==> src/rtl/ag32gbd_frame_scanner.sv <==
// Frame scanner: walks a WIDTHxHEIGHT frame, samples each pixel over a SampleStart/SampleDone
// handshake and writes Game Boy 2bpp tile bytes. Optional macro: AG32GBD_SCAN_TIMEOUT_EN.
module ag32gbd_frame_scanner #(
   parameter int WIDTH          = 128,
   parameter int HEIGHT         = 112,
   parameter int GAP_CYCLES     = 2,
   parameter int TIMEOUT_CYCLES = 4096
) (
   input  logic        sys_clock,
   input  logic        sys_resetn,
   input  logic        FrameStart,
   output logic        FrameBusy,
   output logic        FrameDone,
   output logic        SampleStart,
   output logic [6:0]  PixelX,
   output logic [6:0]  PixelY,
   input  logic        SampleDone,
   input  logic [1:0]  SampledValue,
   output logic        BufWrEn,
   output logic [11:0] BufWrAddr,
   output logic [7:0]  BufWrData,
   output logic        TimeoutErr,
   output logic [2:0]  DbgState
);

   // Handshake: SampleStart is a level request held from S_START until the cycle a SampleDone
   // rising edge is seen; SampledValue is taken only on that edge. The next request waits for
   // SampleDone to drop and then GAP_CYCLES more cycles, so the sampler's edge detect re-arms.
   typedef enum logic [2:0] {
      S_IDLE      = 3'd0,
      S_START     = 3'd1,
      S_WAIT_DONE = 3'd2,
      S_WAIT_LOW  = 3'd3,
      S_WRITE_LO  = 3'd4,
      S_WRITE_HI  = 3'd5,
      S_NEXT      = 3'd6
   } state_t;

   localparam logic [6:0] X_LAST   = 7'(WIDTH - 1);
   localparam logic [6:0] Y_LAST   = 7'(HEIGHT - 1);
   localparam logic [7:0] GAP_LAST = 8'(GAP_CYCLES);

   state_t      state_q, state_d;
   logic [6:0]  x_q, x_d, y_q, y_d;
   logic [7:0]  plane_lo_q, plane_lo_d, plane_hi_q, plane_hi_d;
   logic [7:0]  gap_q, gap_d;
   logic        busy_q, busy_d;
   logic        done_prev_q;
   logic        done_rise, last_px;

   assign done_rise = SampleDone & ~done_prev_q;
   assign last_px   = (x_q == X_LAST) && (y_q == Y_LAST);

`ifdef AG32GBD_SCAN_TIMEOUT_EN
   localparam logic [12:0] TO_LAST = 13'(TIMEOUT_CYCLES - 1);
   logic [12:0] to_q, to_d;
   logic        err_q, err_d;
   logic        expire;
   assign expire = (to_q == TO_LAST);
`else
   logic unused_timeout_cfg;
   assign unused_timeout_cfg = ^13'(TIMEOUT_CYCLES);
`endif

   always_ff @(posedge sys_clock or negedge sys_resetn) begin
      if (!sys_resetn) begin
         state_q     <= S_IDLE;
         x_q         <= 7'd0;
         y_q         <= 7'd0;
         plane_lo_q  <= 8'd0;
         plane_hi_q  <= 8'd0;
         gap_q       <= 8'd0;
         busy_q      <= 1'b0;
         done_prev_q <= 1'b0;
`ifdef AG32GBD_SCAN_TIMEOUT_EN
         to_q        <= 13'd0;
         err_q       <= 1'b0;
`endif
      end else begin
         state_q     <= state_d;
         x_q         <= x_d;
         y_q         <= y_d;
         plane_lo_q  <= plane_lo_d;
         plane_hi_q  <= plane_hi_d;
         gap_q       <= gap_d;
         busy_q      <= busy_d;
         done_prev_q <= SampleDone;
`ifdef AG32GBD_SCAN_TIMEOUT_EN
         to_q        <= to_d;
         err_q       <= err_d;
`endif
      end
   end

   always_comb begin
      state_d    = state_q;
      x_d        = x_q;
      y_d        = y_q;
      plane_lo_d = plane_lo_q;
      plane_hi_d = plane_hi_q;
      gap_d      = gap_q;
      busy_d     = busy_q;
`ifdef AG32GBD_SCAN_TIMEOUT_EN
      to_d       = to_q;
      err_d      = err_q;
`endif
      case (state_q)
         S_IDLE: begin
            if (FrameStart) begin
               x_d     = 7'd0;
               y_d     = 7'd0;
               busy_d  = 1'b1;
`ifdef AG32GBD_SCAN_TIMEOUT_EN
               err_d   = 1'b0;
`endif
               state_d = S_START;
            end
         end
         S_START: begin
`ifdef AG32GBD_SCAN_TIMEOUT_EN
            to_d    = 13'd0;
`endif
            state_d = S_WAIT_DONE;
         end
         S_WAIT_DONE: begin
            // A real edge wins over a coincident timeout expiry.
            if (done_rise) begin
               plane_lo_d = {plane_lo_q[6:0], SampledValue[0]};
               plane_hi_d = {plane_hi_q[6:0], SampledValue[1]};
               gap_d      = 8'd0;
               state_d    = S_WAIT_LOW;
            end
`ifdef AG32GBD_SCAN_TIMEOUT_EN
            else if (expire) begin
               plane_lo_d = {plane_lo_q[6:0], 1'b0};
               plane_hi_d = {plane_hi_q[6:0], 1'b0};
               err_d      = 1'b1;
               gap_d      = 8'd0;
               state_d    = S_WAIT_LOW;
            end else begin
               to_d = to_q + 13'd1;
            end
`endif
         end
         S_WAIT_LOW: begin
            if (SampleDone) begin
               gap_d = 8'd0;
            end else if (gap_q == GAP_LAST) begin
               state_d = (x_q[2:0] == 3'd7) ? S_WRITE_LO : S_NEXT;
            end else begin
               gap_d = gap_q + 8'd1;
            end
         end
         S_WRITE_LO: state_d = S_WRITE_HI;
         S_WRITE_HI: state_d = S_NEXT;
         S_NEXT: begin
            if (last_px) begin
               busy_d  = 1'b0;
               state_d = S_IDLE;
            end else begin
               if (x_q == X_LAST) begin
                  x_d = 7'd0;
                  y_d = y_q + 7'd1;
               end else begin
                  x_d = x_q + 7'd1;
               end
               state_d = S_START;
            end
         end
         default: state_d = S_IDLE;
      endcase
   end

   always_comb begin
      FrameBusy   = busy_q;
      FrameDone   = (state_q == S_NEXT) && last_px;
      SampleStart = (state_q == S_START) || (state_q == S_WAIT_DONE);
      PixelX      = x_q;
      PixelY      = y_q;
      BufWrEn     = 1'b0;
      BufWrAddr   = 12'd0;
      BufWrData   = 8'd0;
      DbgState    = state_q;
      // Tile index is {Y[6:3],X[6:3]}, 16 bytes per tile, low plane byte first.
      if ((state_q == S_WRITE_LO) || (state_q == S_WRITE_HI)) begin
         BufWrEn   = 1'b1;
         BufWrAddr = {y_q[6:3], x_q[6:3], y_q[2:0], (state_q == S_WRITE_HI)};
         BufWrData = (state_q == S_WRITE_HI) ? plane_hi_q : plane_lo_q;
      end
`ifdef AG32GBD_SCAN_TIMEOUT_EN
      TimeoutErr = err_q;
`else
      TimeoutErr = 1'b0;
`endif
   end

endmodule

==> config.mk <==
export PLATFORM = sky130hd
export DESIGN_NAME = ag32gbd_frame_scanner
export DESIGN_NICKNAME = d
export VERILOG_FILES = /design/src/rtl/ag32gbd_frame_scanner.sv
export SDC_FILE = /design/constraint.sdc
export NUM_CORES = 1
export LEC_CHECK = 0
export CORE_MARGIN = 2
export CORE_UTILIZATION = 35
export DETAILED_ROUTE_END_ITERATION = 10
export PLACE_DENSITY = 0.59
export SLEW_MARGIN = 5
export SYNTH_ARGS = -nofsm -noshare
export SYNTH_HDL_FRONTEND = slang
export SYNTH_SLANG_ARGS = --single-unit
export TNS_END_PERCENT = 50
==> constraint.sdc <==
create_clock -name sys_clock -period 4.4 [get_ports sys_clock]
set_clock_uncertainty 0.05 [all_clocks]
set_input_delay 0.44 -clock sys_clock [delete_from_list [all_inputs] [get_ports sys_clock]]
set_output_delay 0.44 -clock sys_clock [all_outputs]
set_load 0.01 [all_outputs]
==> results.yml, run 1 <==
cts:
  tritoncts: "built"
  cts.path.max_buffers: 2
  clk_pin_slew_worst_paths_ps: 80
  cts_root_buffer: "clkbuf_8"
  cts.sinks: 43
  htreeDepth: 2
  cts.hold.buffers_added: 0
  post_cts_buffers: 0
  cts_buffers: 5
  clkLatencyLatePin_ps: 290
  ctsResizeCount: 0
synth:
  yosysTopAreaCell: "dfrtp_1"
  async_flop_share: 1.00
  synthFlopType: "dfrtp_1"
  yosysWarnings: 0
  avgSynthCellArea_um2: 9.23
  netlist_instances: 257
  synth.area.top_cells: "dfrtp_1, nand2_1, mux2i_1, nor2_1, ha_1"
  yosysSeqAreaShare: 0.454
  synth_top_area_frac: 0.454
  synth_nets: 268
  synth_edf_count: 0
  ys_types: 51
  ys_seq_elements: 43
  syn_area_um2: 2370
cells_and_area:
  layout.cells.most_common_list: "nand2_1, clkdlybuf4s50_1, dfrtp_1"
  final_common_cell: "nand2_1"
  final_nets: 310
  diodes: 0
  nFillCells: 692
  final_cells: 380
  layout-drive-gt1-share: 0.0667
  syn2layout_area_growth_pct: 24.9
global_routing:
  track_usage: 0.148
  overflow: 0
  grt_pass1_vias: 1847
  antenna_found_initial: 0
  grt_max_degree: 44
  grt_pass1_wl_mm: 8.91
route:
  routedLengthMet1_mm: 2.60
  viasPerCell: 5.19
  dr.pass1.iters: 4
  avgRoutedWirePerCell_um: 14.1
  dr_wl_met3_um: 203
  wirelength_mm: 5.34
  post-route-drc-count: 0
  num_vias: 1973
  postRouteAntennaNets: 0
  dr.first_iter.drc_count: 89
  top_layer: "met4"
  wl_met2_mm: 2.49
floorplan:
  die_x_um: 86.3
  placeableCoreArea_um2: 6680
  start_util: 0.355
  rows: 30
  fp.dieArea_um2: 7450
  die_h_um: 86.3
  io_pins: 48
pwr:
  p_per_area_nw_per_um2: 494
  peakVddDrop_v: 0.000225
  cellLeakagePower_nw: 1.32
timing:
  fin_crit_ps: 3000
  setup_viol: 0
  tightest_slew_ps: 992
  fin_crit_sh: 0.682
  maxSlewViolCount: 0
  finalSetupTns_ps: 0
  rsz0062_at_grt: "false"
  hold_viol: 0
  timing.fmax_mhz: 333
  timing.slew.headroom: 0.339
flow_run:
  max-cap-violations: 0
worst_setup_path:
  start_kind: "flip-flop"
  cp.arrival_ps: 2510
  worstPathCellList: "nand3b_1 -> nor3_1 -> clkdlybuf4s50_1"
  crit_type: "flip-flop to primary output"
  crit_fanout: 24
  critPathSlowestCell: "dfrtp_1"
  crit_required_ps: 3910
  crit_path_end_kind: "primary output"
  max_stage_delay_ps: 740
place:
  gp_congestion: 0.730
  port_buffers: 46
  place_inst: 372
  dp_hpwl_mm: 3.76
outcome:
  outcome: "completed"
worst_hold_path:
  hold_path.class: "input pin to asynchronous set/reset pin"
[per-layer routing]
metal	GRT usage	up-vias
met5	0	-
met4	0.0341	0
met3	0.0267	6
met2	0.247	43
met1	0.202	949
li1	-	975
[synth_stat cells (3+ instances only)]
cell / count
nand2_1: 56
dfrtp_1: 43
nor2_1: 21
mux2i_1: 11
nand3_1: 10
and2_1: 9
inv_1: 8
a21oi_1: 6
a31oi_1: 5
and3_1: 5
clkbuf_1: 5
ha_1: 5
nand3b_1: 5
o21ai_0: 5
a41oi_1: 4
nand2b_1: 4
buf_2: 3
nand4_1: 3
nor3_1: 3
o21a_1: 3
o22ai_1: 3
[per-stage QoR]
step | total power, mW | utilization | cell area, µm² | hold WS [ps] | worst slack (ps)
after floorplan | 0.985 | - | 2370 | 94.4 | 2430
after global placement | 1.19 | 0.429 | 2860 | 409 | 1710
after detailed placement | 1.20 | 0.429 | 2860 | 414 | 1710
after CTS | 1.48 | 0.444 | 2960 | 301 | 1360
after global routing | 1.58 | 0.444 | 2960 | 337 | 1280
final | 1.46 | 0.444 | 2960 | 247 | 1400
[cell families (layout without fill, tap and decap cells)]
family | count (synthesis) | after routing | synth area share
muxes | 14 | 14 | 0.0607
xor gates and xnor gates | 4 | 4 | 0.0148
AOI/OAI and AO/OA | 41 | 41 | 0.131
and+or+nand+nor | 129 | 129 | 0.269
DFF | 43 | 43 | 0.454
other | 1 | 1 | 0.00158
adders and majority gates | 5 | 5 | 0.0264
buffers and inverters | 20 | 63 | 0.0427
[registers in the layout, indices dropped and copies added, names as in the netlist]
signal	flops
plane_hi_q	8
plane_lo_q	8
DbgState	3
PixelX	7
gap_q	8
PixelY	7
done_prev_q	1
FrameBusy	1
[layout make-up]
class / count / area [µm²] / area share
Multi-Input combinational cell: 194 / 1190 / 0.403
Sequential cell: 43 / 1080 / 0.363
Timing Repair Buffer: 47 / 463 / 0.156
Clock buffer: 8 / 100 / 0.0338
Tap cell: 80 / 100 / 0.0338
Inverter: 8 / 30.0 / 0.0101
[critical path, delay by kind of cell (launching register included)]
family | cells | cell delay, ps
AND/OR/NAND/NOR | 2 | 900
flip-flops | 1 | 740
buffers and inverters | 1 | 570
[worst paths after layout]
| path | startpoint | end | slack, ps | cells after the start |
|---|---|---|---|---|
| setup / recovery | DbgState[0]$_DFFE_PN0P_ | FrameDone | 1400 | 3 |
| hold / removal | sys_resetn | PixelX[2]$_DFFE_PN0P_ | 250 | 1 |
| setup reg to reg | DbgState[0]$_DFFE_PN0P_ | gap_q[1]$_DFFE_PN0P_ | 2060 | 4 |
| hold reg to reg | plane_lo_q[7]$_DFFE_PN0P_ | plane_lo_q[7]$_DFFE_PN0P_ | 430 | 2 |
| max in group asynchronous | sys_resetn | gap_q[6]$_DFFE_PN0P_ | 3430 | 1 |
| min in group sys_clock | plane_lo_q[7]$_DFFE_PN0P_ | plane_lo_q[7]$_DFFE_PN0P_ | 430 | 2 |
[report_power, final]
group | leakage, nW | switching (mW) | internal [mW]
combinational | 0.727 | 0.260 | 0.266
sequential | 0.541 | 0.155 | 0.506
clock | 0.0515 | 0.132 | 0.143
No activity file was read; power rests on OpenSTA's default activity.
==> inputs of run 2 (changes only) <==
==> constraint.sdc (replaced) <==
create_clock -name sys_clock -period 2.8 [get_ports sys_clock]
set_clock_uncertainty 0.05 [all_clocks]
set_input_delay 0.28 -clock sys_clock [delete_from_list [all_inputs] [get_ports sys_clock]]
set_output_delay 0.28 -clock sys_clock [all_outputs]
set_load 0.01 [all_outputs]
==> results.yml, run 2 (same netlist as run 1, synthesis figures left out) <==
cells_and_area:
  final-seq-area_um2: 1080
  syn2layout_area_growth_pct: 26.0
  final_nets: 315
  layout-drive-gt1-share: 0.0822
  layout.cells.most_common_list: "nand2_1, clkdlybuf4s50_1, dfrtp_1"
  diodes: 0
  final_common_cell: "nand2_1"
  reg_top3: "gap_q: 8 flops, plane_hi_q: 8 flops, plane_lo_q: 8 flops"
  nFillCells: 682
  multiInputGateArea_um2: 1190
pwr:
  power_frac_seq: 0.445
  p_clk_frac: 0.174
  p_switching_mw: 0.870
  finalPower_mw: 2.30
  p_int_mw: 1.43
  pwr-share-comb: 0.380
  switching_share: 0.378
  p_per_area_nw_per_um2: 771
  peakVddDrop_v: 0.000248
  cellLeakagePower_nw: 1.34
floorplan:
  die_h_um: 86.3
  io_pins: 48
  start_util: 0.355
  fp.dieArea_um2: 7450
  placeableCoreArea_um2: 6680
  rows: 30
  die_x_um: 86.3
worst_setup_path:
  reg2reg_depth: 6
  cp.arrival_ps: 2210
  crit_required_ps: 2470
  crit_type: "flip-flop to primary output"
  reg2reg_slack_ps: 660
  crit_fanout: 6
  crit_path_end_kind: "primary output"
  start_kind: "flip-flop"
  timing.rr.end: "gap_q[1]$_DFFE_PN0P_"
  reg2reg_from: "DbgState[0]$_DFFE_PN0P_"
place:
  gp_congestion: 0.807
  dp_hpwl_mm: 3.84
  port_buffers: 46
global_routing:
  antenna_found_initial: 0
  grt-busiest-layer: "met2"
  grt_max_degree: 44
  overflow: 0
  use_met2: 0.258
  met1_usage: 0.210
  grt_pass1_vias: 1938
  track_usage: 0.156
  grt_pass1_wl_mm: 9.29
  grtUsageMet3: 0.0333
worst_hold_path:
  hold_path.class: "input pin to asynchronous set/reset pin"
route:
  viasPerCell: 5.24
  avgRoutedWirePerCell_um: 14.3
  wirelength_mm: 5.49
  postRouteAntennaNets: 0
  num_vias: 2014
  dr.pass1.iters: 4
  dr.first_iter.drc_count: 86
  post-route-drc-count: 0
cts:
  htreeDepth: 2
  tritoncts: "built"
  cts.hold.buffers_added: 0
  clkLatencyLatePin_ps: 290
  cts.sinks: 43
  post_cts_buffers: 0
  clk_pin_slew_worst_paths_ps: 90
  cts.path.max_buffers: 2
  cts_root_buffer: "clkbuf_8"
  cts_buffers: 5
  ctsResizeCount: 0
timing:
  finalSetupTns_ps: 0
  tightest_slew_ps: 963
  rsz0062_at_grt: "false"
  hold_viol: 0
  fin_crit_ps: 2540
  fin_crit_sh: 0.908
  maxSlewViolCount: 0
  timing.fmax_mhz: 393
  timing.slew.headroom: 0.358
  setup_viol: 0
flow_run:
  max-cap-violations: 0
outcome:
  outcome: "completed"
==> run 2: cell count changes in the layout (fill, tap and decap cells not counted) <==
cell	before	now
clkbuf_8	7	6
clkbuf_1	1	0
clkinv_2	0	1
buf_4	1	6
==> run 2: routing by layer <==
metal	routed length, µm	share of wire	up-vias
li1	-	-	985
met1	2580	0.47	981
met2	2650	0.48	46
met3	234	0.043	2
met4	25	0.0046	0
met5	0	0	-
==> run 2: final cells by class <==
type / instances / area share
Inverter: 8 / 0.0100
Clock inverter: 1 / 0.00167
Tap cell: 80 / 0.0335
Timing Repair Buffer: 52 / 0.167
Clock buffer: 6 / 0.0276
Multi-Input combinational cell: 194 / 0.400
Sequential cell: 43 / 0.360
==> run 2: how the worst max path moves through the flow <==
stage	to	from	slack (ps)
finish	FrameDone	PixelY[0]$_DFFE_PN0P_	260
floorplan	FrameDone	PixelY[0]$_DFFE_PN0P_	990
global route	FrameDone	PixelX[0]$_DFFE_PN0P_	160
detailed placement	FrameDone	PixelX[0]$_DFFE_PN0P_	590
CTS	FrameDone	PixelY[0]$_DFFE_PN0P_	260
global placement	FrameDone	PixelY[0]$_DFFE_PN0P_	600
==> run 2: per-stage QoR <==
| stage | hold WS [ps] | util | setup WS, ps | std cells | cell area (µm²) |
|---|---|---|---|---|---|
| after floorplan | -65.6 | - | 985 | 257 | 2370 |
| after global placement | 410 | 0.434 | 600 | 377 | 2900 |
| after detailed placement | 411 | 0.434 | 590 | 377 | 2900 |
| after CTS | 136 | 0.447 | 263 | 384 | 2990 |
| after global routing | 155 | 0.447 | 156 | 384 | 2990 |
| final | 90.5 | 0.447 | 256 | 384 | 2990 |
==> run 2: worst max-delay path, stage by stage (launching register included) <==
cell	delay, ps
dfrtp_1	420
ha_1	240
nand3_1	160
or2_2	380
nor3_1	150
clkdlybuf4s50_1	570
==> run 2: power groups by stage <==
stage	clock [mW]	combinational, mW	sequential, mW
after global placement	0	0.871	1.03
final	0.401	0.876	1.03
after detailed placement	0	0.882	1.04
after global routing	0.433	0.983	1.06
after floorplan	0	0.564	0.984
after CTS	0.411	0.888	1.03
==> RTL change 1 (settings of run 2) <==
Take the reset off `x_q` and `y_q` and load them in a clocked block of their own.
--- a/src/rtl/ag32gbd_frame_scanner.sv
+++ b/src/rtl/ag32gbd_frame_scanner.sv
@@ -67,4 +67,2 @@
          state_q     <= S_IDLE;
-         x_q         <= 7'd0;
-         y_q         <= 7'd0;
          plane_lo_q  <= 8'd0;
@@ -80,4 +78,2 @@
          state_q     <= state_d;
-         x_q         <= x_d;
-         y_q         <= y_d;
          plane_lo_q  <= plane_lo_d;
@@ -92,2 +88,7 @@
       end
+   end
+
+   always_ff @(posedge sys_clock) begin
+      x_q <= x_d;
+      y_q <= y_d;
    end
Check against the original RTL: differs if sys_resetn is asserted again (counterexample within 10 cycles, from zero or initial values and one cycle with sys_resetn low); with sys_resetn held inactive, the same outputs for 10 cycles.
==> RTL change 1 against run 2 <==
  * Non-clock buffer count up 1
  * Area after synthesis about the same
  * Wire length decreased by 15%
  * Fmax fell by 1.2%
  * Setup slack worse by 0.031 ns
  * Largest power group unchanged
  * Critical path type unchanged
  * Total power is 4.2% higher
  * Design area grew 0.96%
  * Sequential cell count did not move
==> RTL change 1: results (changes against run 2) <==
Outcome:
- Status: completed (unchanged).

Synthesis:
- The synthesized area per cell is 11.1 um2 (was 9.23 um2).
- The distinct cell type count after synthesis is 47 (was 51).
- The fraction of registers with async set/reset was 67.4% (was 100%).
- The synthesized-area fraction occupied by ao, oa, aoi and oai cells is 5.85% (was 13.1%).
- Top cells by instance count after synthesis: sky130_fd_sc_hd__nor2_1 (31), sky130_fd_sc_hd__dfrtp_1 (29), sky130_fd_sc_hd__edfxtp_1 (14), sky130_fd_sc_hd__nand2_1 (13) (was sky130_fd_sc_hd__nand2_1 (56), sky130_fd_sc_hd__dfrtp_1 (43), sky130_fd_sc_hd__nor2_1 (21), sky130_fd_sc_hd__mux2i_1 (11), sky130_fd_sc_hd__nand3_1 (10)).
- The area share of xor/xnor cells in the synthesized design is 4.43% (was 1.48%).
- The post-synthesis sequential area ratio is 48.3% (was 45.4%).
- The count of flip-flops with a built-in enable after synthesis is 14 (was 0).
- The number of nets produced by synthesis is 224 (was 268).
- The mux share of post-synthesis cell area was 14.2% (was 6.07%).
- The count of warnings emitted by yosys is 0 (unchanged).
- The adder-cell area share of the yosys netlist came to 2.64% (about the same).
- Largest cells by area after synthesis: sky130_fd_sc_hd__dfrtp_1 (31%), sky130_fd_sc_hd__edfxtp_1 (18%), sky130_fd_sc_hd__mux2_4 (7.6%) (was sky130_fd_sc_hd__dfrtp_1 (45%), sky130_fd_sc_hd__nand2_1 (8.9%), sky130_fd_sc_hd__mux2i_1 (4.6%)).

Placed design:
- The number of placed instances with taps included is 337 (was 377).
- The final RePlAce weighted congestion is 0.786 (was 0.807).
- The estimated wirelength of the detail-placed design is 3370 um (was 3840 um).

GRT:
- The wire length of the first global-routing pass is 7850 um (was 9290 um).
- The pin count of the biggest net entering global routing is 30 (was 44).
- The number of global-route vias before repair is 1,618 (was 1,938).
- The overall routing resource usage is 13.3% (was 15.6%).

Drt:
- The per-cell routed wire length is 13.5 um (was 14.3 um).
- The DRC violation total after the first TritonRoute iteration is 52 (was 86).
- The number of vias in the routed layout is 1,695 (was 2,014).

Layout:
- The number of fill cells is 649 (was 682).
- The count of non-filler cells in the finished layout was 345 (was 384).
- The number of nets at the end of the flow is 275 (was 315).
- The proportion of layout cells with a drive suffix above 1 is 17.0% (was 8.22%).

Power and ir drop:
- The maximum vdd drop is 0.411 mV (was 0.248 mV).
- The leakage power of the design was 1.24 nW (was 1.34 nW).

Worst setup path:
- The largest incremental delay on the critical path is 0.55 ns (was 0.57 ns).
- The worst endpoint data arrival time came to 2.25 ns (was 2.21 ns).

STA:
- The slew at the pin closest to its max-slew limit came to 0.561 ns (was 0.963 ns).
RTL change 1: cell types whose count changed after synthesis, sizes merged, moves of 7 or more:
cell,delta
nand2,-42
mux2,+15
dfrtp,-14
edfxtp,+14
nor2,+11
xnor2,+7
RTL change 1: repair_timing:
action	in CTS	in global routing
endpoints found under the hold margin	0	0
gates resized for setup	0	1
setup endpoints to repair	0	1
RTL change 1: kinds of logic after synthesis:
family	after synthesis
and+or+nand+nor	90
DFF	43
AOI/OAI and AO/OA	21
xor gates and xnor gates	12
muxes	27
adders and majority gates	5
buffers and inverters	14
other	1
RTL change 1: final cells by class:
cell class                      count  area share (%)
Inverter                            5           0.622
Tap cell                           80            3.32
Sequential cell                    43            38.0
Multi-Input combinational cell    156            38.3
Clock inverter                      2           0.415
Clock buffer                        6            2.40
Timing Repair Buffer               53            17.0
RTL change 1: final timing paths:
check                               from            end  cells past startpoint  slack, ns
max                            PixelY[0]      FrameDone                      5       0.22
min                           sys_resetn  plane_hi_q[3]                      2       0.31
max reg2reg                  DbgState[1]      PixelY[4]                      4       0.91
min reg2reg                plane_hi_q[7]  plane_hi_q[7]                      1       0.47
max in group asynchronous     sys_resetn  plane_lo_q[6]                      2       2.11
min in group sys_clock     plane_hi_q[7]  plane_hi_q[7]                      1       0.47
RTL change 1: through the flow:
step	cell area (um2)	setup WS, ns	total power [W]
2_1_floorplan	2370	0.723	0.00166
3_3_place_gp	2930	0.589	0.00203
3_5_place_dp	2930	0.501	0.00204
4_1_cts	3010	0.162	0.00243
5_1_grt	3020	0.0397	0.00258
6_report	3020	0.225	0.00240
RTL change 1: where the power goes:
group	internal (W)	leakage, nW	total [W]	switching [W]
Clock	0.000174	0.0412	0.000388	0.000214
Sequential	0.000842	0.508	0.00102	0.000174
Combinational	0.000552	0.695	0.000995	0.000444
Total	0.00157	1.24	0.00240	0.000832
RTL change 1: routing by layer:
metal | vias up | GRT usage [%] | wire length, um
met3 | 10 | 3.52 | 249
met5 | - | 0 | 0
met2 | 54 | 20.9 | 2040
li1 | 836 | - | -
met4 | 0 | 4.83 | 97
met1 | 795 | 17.7 | 2290
==> RTL change 2 (config.mk and constraints of run 2) <==
Made on the original files. Build with the macro `AG32GBD_SCAN_TIMEOUT_EN` defined.
--- a/src/rtl/ag32gbd_frame_scanner.sv
+++ b/src/rtl/ag32gbd_frame_scanner.sv
@@ -2,2 +2,4 @@
 // handshake and writes Game Boy 2bpp tile bytes. Optional macro: AG32GBD_SCAN_TIMEOUT_EN.
+`define AG32GBD_SCAN_TIMEOUT_EN
+
 module ag32gbd_frame_scanner #(
Behaviour: no difference found for any inputs over 10 cycles, from zero or initial values and one cycle with sys_resetn low; that may be too few to reach the edited logic, so the function may still have changed.
==> RTL change 2 against run 2 <==
  * Design area rose by 32%
  * Sequential share of layout area barely moved
  * Sequential cell count rose by 14
  * Area after synthesis rose by 34%
  * Via count rose by 33%
  * Setup slack improved by 0.024 ns
  * Wire length rose by 37%
  * Total power rose by 35%
  * Largest power group unchanged
==> RTL change 2: results (changes against run 2) <==
Worst setup path:
- The worst endpoint data arrival time was 2.19 ns (was 2.21 ns).
- The largest incremental delay on the critical path was 0.54 ns (was 0.57 ns).
- The maximum fanout encountered on the critical timing path is 5 (was 6).

Power and ir drop:
- The maximum vdd drop is 0.379 mV (was 0.248 mV).
- The switching fraction of total power came to 38.0% (was 37.8%).
- The leakage power of the design was 1.70 nW (was 1.34 nW).

Placed design:
- The total of buffers placed on input and output ports came to 47 (was 46).
- The worst-case setup slack after placement is 0.578 ns (was 0.590 ns).
- The instance area at placement was 0.00378 mm2 (was 0.00290 mm2).
- The estimated wirelength of the detail-placed design came to 5280 um (was 3840 um).
- The final RePlAce weighted congestion is 0.850 (was 0.807).

Drt:
- The via density per instance is 5.42 (was 5.24).
- The DRC violation total after the first TritonRoute iteration is 163 (was 86).
- The per-cell routed wire length is 15.2 um (was 14.3 um).

Layout:
- The proportion of layout cells with a drive suffix above 1 was 9.56% (was 8.22%).
- The number of nets at the end of the flow is 394 (was 315).

GRT:
- The pin count of the biggest net entering global routing came to 23 (was 44).
- The overall routing resource usage is 15.9% (was 15.6%).
- The wire length of the first global-routing pass was 12,600 um (was 9290 um).
- The number of global-route vias before repair is 2,531 (was 1,938).
- The initial antenna violation count is 0 (unchanged).

Synthesis:
- The number of nets produced by synthesis is 340 (was 268).
- The distinct cell type count after synthesis was 55 (was 51).
- Largest cells by area after synthesis: sky130_fd_sc_hd__dfrtp_1 (45%), sky130_fd_sc_hd__mux2_1 (5.3%), sky130_fd_sc_hd__a31oi_1 (4.3%) (was sky130_fd_sc_hd__dfrtp_1 (45%), sky130_fd_sc_hd__nand2_1 (8.9%), sky130_fd_sc_hd__mux2i_1 (4.6%)).
- Top cells by instance count after synthesis: sky130_fd_sc_hd__dfrtp_1 (57), sky130_fd_sc_hd__nand2_1 (29), sky130_fd_sc_hd__a31oi_1 (22), sky130_fd_sc_hd__nor2_1 (22), sky130_fd_sc_hd__inv_1 (17) (was sky130_fd_sc_hd__nand2_1 (56), sky130_fd_sc_hd__dfrtp_1 (43), sky130_fd_sc_hd__nor2_1 (21), sky130_fd_sc_hd__mux2i_1 (11), sky130_fd_sc_hd__nand3_1 (10)).
- The top cell type's share of synthesized area is 44.9% (was 45.4%).

Clock tree:
- The deepest level of the CTS H-tree is 3 (was 2).
- The CTS buffer count is 9 (was 5).

STA:
- The slew at the pin closest to its max-slew limit is 0.545 ns (was 0.963 ns).

Outcome:
- Status: completed (unchanged).
## RTL change 2: power by group through the flow
stage                     clock [W]  sequential (W)  combinational, W
after floorplan                   0         0.00130          0.000710
after global placement            0         0.00134           0.00109
after detailed placement          0         0.00135           0.00110
after CTS                  0.000704         0.00134           0.00111
after global routing       0.000741         0.00139           0.00122
final                      0.000682         0.00133           0.00110
## RTL change 2: per-stage QoR
| stage | hold slack [ns] | cells |
|---|---|---|
| finish | 0.385 | 495 |
| floorplan | -0.0656 | 328 |
| global placement | 0.224 | 478 |
| detailed placement | 0.223 | 478 |
| CTS | 0.392 | 495 |
| global route | 0.425 | 495 |
## RTL change 2: final cells by class
type,count,area (um2)
fill,852,4800
multi-input combinational,240,1620
sequential,57,1430
timing repair buffer,57,543
clock buffer,11,141
tap,108,135
inverter,17,63.8
clock inverter,5,31.3
## RTL change 2: cell families after synthesis
group,count (synthesis),share of synthesized area [%]
and+or+nand+nor,131,23.1
AOI/OAI and AO/OA,76,16.3
adders and majority gates,6,2.36
DFF,57,44.9
muxes,27,9.14
buffers and inverters,31,4.10
## RTL change 2: path summary, 6_finish.rpt
check                                endpoint  slack, ns  cells past startpoint           from
worst max-delay path                FrameDone       0.28                      5      PixelY[0]
worst min-delay path                PixelY[0]       0.38                      2     sys_resetn
worst max register to register       gap_q[1]       0.61                      4    DbgState[1]
worst min register to register  plane_lo_q[7]       0.43                      1  plane_lo_q[7]
max in group asynchronous           PixelX[1]       1.67                      3     sys_resetn
min in group sys_clock          plane_lo_q[7]       0.43                      1  plane_lo_q[7]
## RTL change 2: repair_timing
action,4_1_cts,5_1_grt
endpoints found under the hold margin,20,0
hold buffers,1,0
endpoints found under the setup margin,0,0
## RTL change 2: metal layers
| layer | vias to the layer above | GRT usage (%) | share of wire, % |
|---|---|---|---|
| li1 | 1322 | - | - |
| met1 | 1292 | 21.8 | 47 |
| met2 | 65 | 24.8 | 48 |
| met3 | 4 | 4.78 | 4.3 |
| met4 | 0 | 4.00 | 0.76 |
| met5 | - | 0 | 0 |
